File: src/rtl/key_pos_ctrl_if.sv
// Key-level inputs and object position/colour outputs between the debouncers,
// key_pos_ctrl and the VGA pixel generator.
interface key_pos_ctrl_if;
  localparam int unsigned POS_W = 10;
  localparam int unsigned COL_W = 3;

  logic             key_up;
  logic             key_down;
  logic             key_left;
  logic             key_right;
  logic             key_mid;
  logic [POS_W-1:0] pos_x;
  logic [POS_W-1:0] pos_y;
  logic [COL_W-1:0] color;
  logic             move_pulse;

  // master drives the keys and consumes the object state
  modport master (
    output key_up, key_down, key_left, key_right, key_mid,
    input  pos_x, pos_y, color, move_pulse
  );

  modport slave (
    input  key_up, key_down, key_left, key_right, key_mid,
    output pos_x, pos_y, color, move_pulse
  );
endinterface

File: src/rtl/key_pos_ctrl.sv
// Turns five active-low debounced keys into a saturating on-screen position
// with press/hold auto-repeat, plus a colour index cycled by the centre key.
module key_pos_ctrl #(
  parameter int unsigned X_MAX       = 639,
  parameter int unsigned Y_MAX       = 479,
  parameter int unsigned X_INIT      = 320,
  parameter int unsigned Y_INIT      = 240,
  parameter int unsigned STEP        = 8,
  parameter int unsigned REPEAT_DLY  = 25000000,
  parameter int unsigned REPEAT_RATE = 5000000
) (
  input  logic           CLK,
  input  logic           RESET,
  key_pos_ctrl_if.slave  bus
);

  localparam int unsigned POS_W = 10;
  localparam int unsigned EXT_W = 11;
  localparam int unsigned CNT_W = 25;
  localparam int unsigned COL_W = 3;
  localparam int unsigned KEY_W = 5;

  typedef enum logic [1:0] {
    IDLE   = 2'd0,
    HOLD   = 2'd1,
    REPEAT = 2'd2
  } state_t;

  typedef enum logic [1:0] {
    DIR_UP    = 2'd0,
    DIR_DOWN  = 2'd1,
    DIR_LEFT  = 2'd2,
    DIR_RIGHT = 2'd3
  } dir_t;

  logic [KEY_W-1:0] key_raw;
  logic [KEY_W-1:0] sync1;
  logic [KEY_W-1:0] sync2;
  logic             mid_prev;

  state_t           state;
  dir_t             dir;
  logic [CNT_W-1:0] cnt;

  logic [POS_W-1:0] pos_x;
  logic [POS_W-1:0] pos_y;
  logic [COL_W-1:0] color;
  logic             move_pulse;

  logic [3:0]       press;
  logic             any_press;
  logic             held;
  logic             step;
  dir_t             pick_dir;
  dir_t             step_dir;

  // bit order: up, down, left, right, mid
  assign key_raw = {bus.key_up, bus.key_down, bus.key_left, bus.key_right, bus.key_mid};
  assign press   = ~sync2[4:1];

  // Priority pick, held test on the latched direction, and step decision
  always_comb begin
    pick_dir  = DIR_RIGHT;
    any_press = |press;
    held      = 1'b0;
    step      = 1'b0;
    if (press[3])      pick_dir = DIR_UP;
    else if (press[2]) pick_dir = DIR_DOWN;
    else if (press[1]) pick_dir = DIR_LEFT;

    case (dir)
      DIR_UP:    held = press[3];
      DIR_DOWN:  held = press[2];
      DIR_LEFT:  held = press[1];
      DIR_RIGHT: held = press[0];
      default:   held = 1'b0;
    endcase

    step_dir = (state == IDLE) ? pick_dir : dir;

    case (state)
      IDLE:    step = any_press;
      HOLD:    step = held && (cnt == CNT_W'(REPEAT_DLY - 1));
      REPEAT:  step = held && (cnt == CNT_W'(REPEAT_RATE - 1));
      default: step = 1'b0;
    endcase
  end

  function automatic logic [POS_W-1:0] sat_dec(input logic [POS_W-1:0] p);
    logic [EXT_W-1:0] e;
    e = EXT_W'(p);
    if (e < EXT_W'(STEP)) sat_dec = '0;
    else                  sat_dec = POS_W'(e - EXT_W'(STEP));
  endfunction

  function automatic logic [POS_W-1:0] sat_inc(input logic [POS_W-1:0] p,
                                               input logic [EXT_W-1:0] lim);
    logic [EXT_W-1:0] e;
    e = EXT_W'(p) + EXT_W'(STEP);
    if (e > lim) sat_inc = POS_W'(lim);
    else         sat_inc = POS_W'(e);
  endfunction

  always_ff @(posedge CLK or negedge RESET) begin
    if (!RESET) begin
      sync1      <= '1;
      sync2      <= '1;
      mid_prev   <= 1'b1;
      state      <= IDLE;
      dir        <= DIR_UP;
      cnt        <= '0;
      pos_x      <= POS_W'(X_INIT);
      pos_y      <= POS_W'(Y_INIT);
      color      <= '0;
      move_pulse <= 1'b0;
    end else begin
      sync1    <= key_raw;
      sync2    <= sync1;
      mid_prev <= sync2[0];

      // colour advances on the press edge only, never on hold
      if (mid_prev && !sync2[0]) color <= color + COL_W'(1);

      move_pulse <= step;
      if (step) begin
        case (step_dir)
          DIR_UP:    pos_y <= sat_dec(pos_y);
          DIR_DOWN:  pos_y <= sat_inc(pos_y, EXT_W'(Y_MAX));
          DIR_LEFT:  pos_x <= sat_dec(pos_x);
          DIR_RIGHT: pos_x <= sat_inc(pos_x, EXT_W'(X_MAX));
          default:   pos_x <= pos_x;
        endcase
      end

      // Releasing the latched key always drops to IDLE, even if others are held
      case (state)
        IDLE: begin
          if (any_press) begin
            dir   <= pick_dir;
            cnt   <= '0;
            state <= HOLD;
          end
        end
        HOLD: begin
          if (!held) begin
            cnt   <= '0;
            state <= IDLE;
          end else if (cnt == CNT_W'(REPEAT_DLY - 1)) begin
            cnt   <= '0;
            state <= REPEAT;
          end else begin
            cnt <= cnt + CNT_W'(1);
          end
        end
        REPEAT: begin
          if (!held) begin
            cnt   <= '0;
            state <= IDLE;
          end else if (cnt == CNT_W'(REPEAT_RATE - 1)) begin
            cnt <= '0;
          end else begin
            cnt <= cnt + CNT_W'(1);
          end
        end
        default: begin
          cnt   <= '0;
          state <= IDLE;
        end
      endcase
    end
  end

  assign bus.pos_x      = pos_x;
  assign bus.pos_y      = pos_y;
  assign bus.color      = color;
  assign bus.move_pulse = move_pulse;

endmodule

File: src/flat_wrapper.sv
// flat-port wrapper written by rule: the top's interface ports become plain ports
module key_pos_ctrl_flat 
#(
  parameter int unsigned X_MAX       = 639,
  parameter int unsigned Y_MAX       = 479,
  parameter int unsigned X_INIT      = 320,
  parameter int unsigned Y_INIT      = 240,
  parameter int unsigned STEP        = 8,
  parameter int unsigned REPEAT_DLY  = 25000000,
  parameter int unsigned REPEAT_RATE = 5000000
)
  (CLK, RESET, bus_key_up, bus_key_down, bus_key_left, bus_key_right, bus_key_mid, bus_pos_x, bus_pos_y, bus_color, bus_move_pulse);
  key_pos_ctrl_if bus_i ();
  input  logic CLK;
  input  logic RESET;
  input wire logic [$bits(bus_i.key_up)-1:0] bus_key_up;
  input wire logic [$bits(bus_i.key_down)-1:0] bus_key_down;
  input wire logic [$bits(bus_i.key_left)-1:0] bus_key_left;
  input wire logic [$bits(bus_i.key_right)-1:0] bus_key_right;
  input wire logic [$bits(bus_i.key_mid)-1:0] bus_key_mid;
  output wire logic [$bits(bus_i.pos_x)-1:0] bus_pos_x;
  output wire logic [$bits(bus_i.pos_y)-1:0] bus_pos_y;
  output wire logic [$bits(bus_i.color)-1:0] bus_color;
  output wire logic [$bits(bus_i.move_pulse)-1:0] bus_move_pulse;
  assign bus_i.key_up = bus_key_up;
  assign bus_i.key_down = bus_key_down;
  assign bus_i.key_left = bus_key_left;
  assign bus_i.key_right = bus_key_right;
  assign bus_i.key_mid = bus_key_mid;
  assign bus_pos_x = bus_i.pos_x;
  assign bus_pos_y = bus_i.pos_y;
  assign bus_color = bus_i.color;
  assign bus_move_pulse = bus_i.move_pulse;
  key_pos_ctrl #(.X_MAX(X_MAX), .Y_MAX(Y_MAX), .X_INIT(X_INIT), .Y_INIT(Y_INIT), .STEP(STEP), .REPEAT_DLY(REPEAT_DLY), .REPEAT_RATE(REPEAT_RATE)) u_core (.CLK(CLK), .RESET(RESET), .bus(bus_i));
endmodule
File: config.mk
export PLATFORM = sky130hd
export DESIGN_NAME = key_pos_ctrl_flat
export DESIGN_NICKNAME = d
export VERILOG_FILES = /design/src/rtl/key_pos_ctrl_if.sv /design/src/rtl/key_pos_ctrl.sv /design/src/flat_wrapper.sv
export SDC_FILE = /design/constraint.sdc
export NUM_CORES = 1
export LEC_CHECK = 0
export CORE_MARGIN = 3
export CORE_UTILIZATION = 58
export DETAILED_ROUTE_END_ITERATION = 10
export PLACE_DENSITY_LB_ADDON = 0.3
export SYNTH_ARGS = -nofsm -noshare
export SYNTH_HDL_FRONTEND = slang
export SYNTH_SLANG_ARGS = --single-unit
File: constraint.sdc
create_clock -name CLK -period 2.6 [get_ports CLK]
set_input_delay 0.52 -clock CLK [delete_from_list [all_inputs] [get_ports CLK]]
set_output_delay 0.52 -clock CLK [all_outputs]
set_load 0.01 [all_outputs]
==> impl_metrics.json, run 1 <==
{
  "outcome": "completed",
  "crit_arrival_ns": 2.75,
  "finalCritPeriodShare_pct": 96.7,
  "diodes": 0,
  "area_delta_synth_final_pct": 16.4,
  "synthFlopType": "dfrtp_1",
  "dr.pass1.iters": 4,
  "setup_viol": 0,
  "core_mm2": 0.00599,
  "synth_cell_types": 67,
  "post-route-cell-area_mm2": 0.00423,
  "synth_common_cells": "44 x nor2_1, 43 x dfrtp_1, 40 x nand2_1",
  "peakVddDrop_uv": 660,
  "slew_headroom_pct": 47.2,
  "met2_length_um": 3650,
  "die_w_um": 85.1,
  "grt_max_degree": 39,
  "final_util_pct": 70.5,
  "rows": 28,
  "grt_remaining_overflow": 0,
  "wl_per_cell_um": 15.3,
  "post-dp-hpwl_um": 5510,
  "cts_tree": "built",
  "ys_ff_latch": 60,
  "cp_data_required_time_ns": 2.83,
  "seq_area_frac_synth_pct": 42.0,
  "crit_path_cell_trace": "mux4_2 > or3b_1 > a211o_1 > a21boi_2 > buf_4 > nand2_1 > o22a_1",
  "setup_tns_ns": 0,
  "hold_viol_final": 0,
  "routed-via-count": 3143,
  "ys_warn_count": 0,
  "slowest_stage": "mux4_2",
  "synth_top_area_cell": "dfrtp_1",
  "synth_most_common_cell": "nor2_1",
  "worst_pin_slew_ns": 0.792,
  "crit_path_max_fanout": 11,
  "synth_area_mm2": 0.00363,
  "antenna_found_initial": 0,
  "clk_path_buf_depth": 2,
  "synthArstFlopShare_pct": 100,
  "routedLengthMet1_um": 3650,
  "wl_met3_um": 412,
  "min_period_ns": 2.51,
  "drt_iter0_markers": 182,
  "hp-class": "input pin to async pin",
  "clk_pin_slew_ns": 0.07,
  "cts.sinks": 60,
  "clkLatencyLatePin_ns": 0.35,
  "ant_nets": 0,
  "wl_um": 7880,
  "design.portCount": 31,
  "max_freq_mhz": 398,
  "cpPeakStageDelay_ns": 0.57,
  "cap_violations": 0,
  "synth_area_per_cell_um2": 9.07,
  "nNetsFinal": 454,
  "pwr_density_cell_mw_per_mm2": 984,
  "skew_ns": 0.0115,
  "die_y_um": 85.1,
  "synth_edf_count": 0,
  "reg2reg_depth": 7,
  "synthTopCellsByArea": "dfrtp_1 30%, dfstp_2 12%, nor2_1 4.6%",
  "grt_pass1_wl_um": 13600,
  "synth_top_area_share_pct": 29.7,
  "vias_per_cell": 6.10,
  "cts-root-buf": "clkbuf_8",
  "portBuffers": 30,
  "cts_inserted_buffers": 9,
  "slew_viol_final": 0,
  "drc": 0,
  "grtUsageTotal_pct": 23.2,
  "synth.net_count": 419,
  "critPathCaptureType": "flop",
  "power_leakage_uw": 0.00167,
  "start_kind": "flop",
  "start_util_pct": 60.6,
  "die-area_mm2": 0.00724,
  "htree_num_levels": 3,
  "top_layer_used": "met4",
  "final_layout_size_suffix_gt1_share_pct": 14.1,
  "rsz0062_at_grt": "no",
  "worstSetupPathType": "flop to flop",
  "synthCells": 400,
  "gp_congestion": 0.901,
  "post_dp_cell_area_mm2": 0.00400,
  "grt_pass1_vias": 2965
}
[final cells by class]
class | instances | area [um2]
Inverter | 18 | 67.6
Fill cell | 452 | 1770
Clock buffer | 10 | 138
Multi-Input combinational cell | 301 | 1930
Tap cell | 75 | 93.8
Sequential cell | 60 | 1520
Timing Repair Buffer | 45 | 408
Clock inverter | 6 | 63.8
[flip-flops by register name, indices dropped and copies added, names as in the netlist]
signal and flops:
u_core.bus.move_pulse 1, u_core.bus.color 3, u_core.dir 2, u_core.bus.pos_y 8, u_core.sync1 5, u_core.state 2, u_core.mid_prev 1, u_core.cnt 25
u_core.sync2 5, u_core.bus.pos_x 8
[cells in the final DEF (no fill, tap or decap), types with 3 or more instances in the layout]
master,n
clkdlybuf4s50_1,29
nor3_1,12
a31oi_1,9
nand2b_1,4
nand4_1,12
or3_1,8
xor2_1,12
buf_4,15
clkbuf_8,10
nor3b_1,4
nor4b_1,6
a21oi_1,17
a21boi_0,3
a22o_1,5
dfstp_2,17
nor2b_1,4
nand3_1,15
o211ai_1,3
o21a_1,3
nor2_1,44
a211o_1,3
and4_1,5
mux2_2,4
o22ai_1,3
inv_1,18
dfrtp_1,43
nor4_1,3
o21ai_0,16
xnor2_1,11
ha_1,12
nand2_1,40
and3_1,4
[per-stage QoR]
step	hold slack [ns]	cells	setup WS (ns)	power [uW]
after floorplan	0.224	400	0.332	2650
after global placement	0.346	496	0.174	3200
after detailed placement	0.347	496	0.0442	3270
after CTS	0.283	512	0.0237	4120
after global routing	0.329	515	0.00535	4460
final	0.257	515	0.0858	4160
[where the power goes]
group	internal (uW)	switching [uW]	leakage (uW)	total, uW
logic	904	932	0.000827	1840
registers	1150	327	0.000748	1480
clock network	466	375	0.0000983	840
total	2520	1630	0.00167	4160
[per-layer routing]
metal | up-vias | GRT usage (%)
met2 | 106 | 34.6
li1 | 1513 | -
met1 | 1506 | 33.0
met5 | - | 0
met3 | 18 | 4.17
met4 | 0 | 10.5
[kinds of logic (layout without fill, tap and decap cells)]
| family | count (synthesis) | count (layout) | share of synthesized area [%] |
|---|---|---|---|
| multiplexers | 6 | 6 | 2.14 |
| XOR/XNOR | 23 | 23 | 5.55 |
| adder cells (fa/ha/maj) | 12 | 12 | 4.14 |
| AND/OR/NAND/NOR | 175 | 175 | 25.0 |
| buffers and inverters | 39 | 79 | 4.79 |
| AO/OA/AOI/OAI | 85 | 85 | 16.4 |
| flip-flops | 60 | 60 | 42.0 |
[worst paths after layout]
path                                           start                         endpoint  slack [ns]
max                        u_core.dir[0]$_DFFE_PN0P_  u_core.bus.pos_x[5]$_DFFE_PN0P_        0.09
min                                            RESET  u_core.bus.pos_x[4]$_DFFE_PN0P_        0.26
max reg2reg                u_core.dir[0]$_DFFE_PN0P_  u_core.bus.pos_x[5]$_DFFE_PN0P_        0.09
min reg2reg                u_core.sync1[4]$_DFF_PN1_        u_core.sync2[4]$_DFF_PN1_        0.35
max in group asynchronous                      RESET        u_core.cnt[9]$_DFFE_PN0P_        1.67
min in group CLK           u_core.sync1[4]$_DFF_PN1_        u_core.sync2[4]$_DFF_PN1_        0.35
[worst max-delay path: cells and delay by family (launching register included)]
kind | cells | cell delay [ns]
AOI/OAI and AO/OA | 3 | 0.71
muxes | 1 | 0.57
and+or+nand+nor | 2 | 0.49
DFF | 1 | 0.44
buffers and inverters | 1 | 0.18
[what timing repair did]
action,in CTS,in global routing
gates resized for setup,0,1
setup buffers,0,3
setup endpoints to repair,0,5
hold buffers,0,0
(Power assumes the default switching activity.)
==> run 2, diff against run 1 <==
--- a/config.mk
+++ b/config.mk
@@ -5,6 +5,7 @@
 export SDC_FILE = /design/constraint.sdc
 export NUM_CORES = 1
 export LEC_CHECK = 0
+export ABC_CLOCK_PERIOD_IN_PS = 2600
 export CORE_MARGIN = 3
 export CORE_UTILIZATION = 58
 export DETAILED_ROUTE_END_ITERATION = 10
==> results of run 2 <==
Final layout, timing and power as in run 1 (identical DEF).
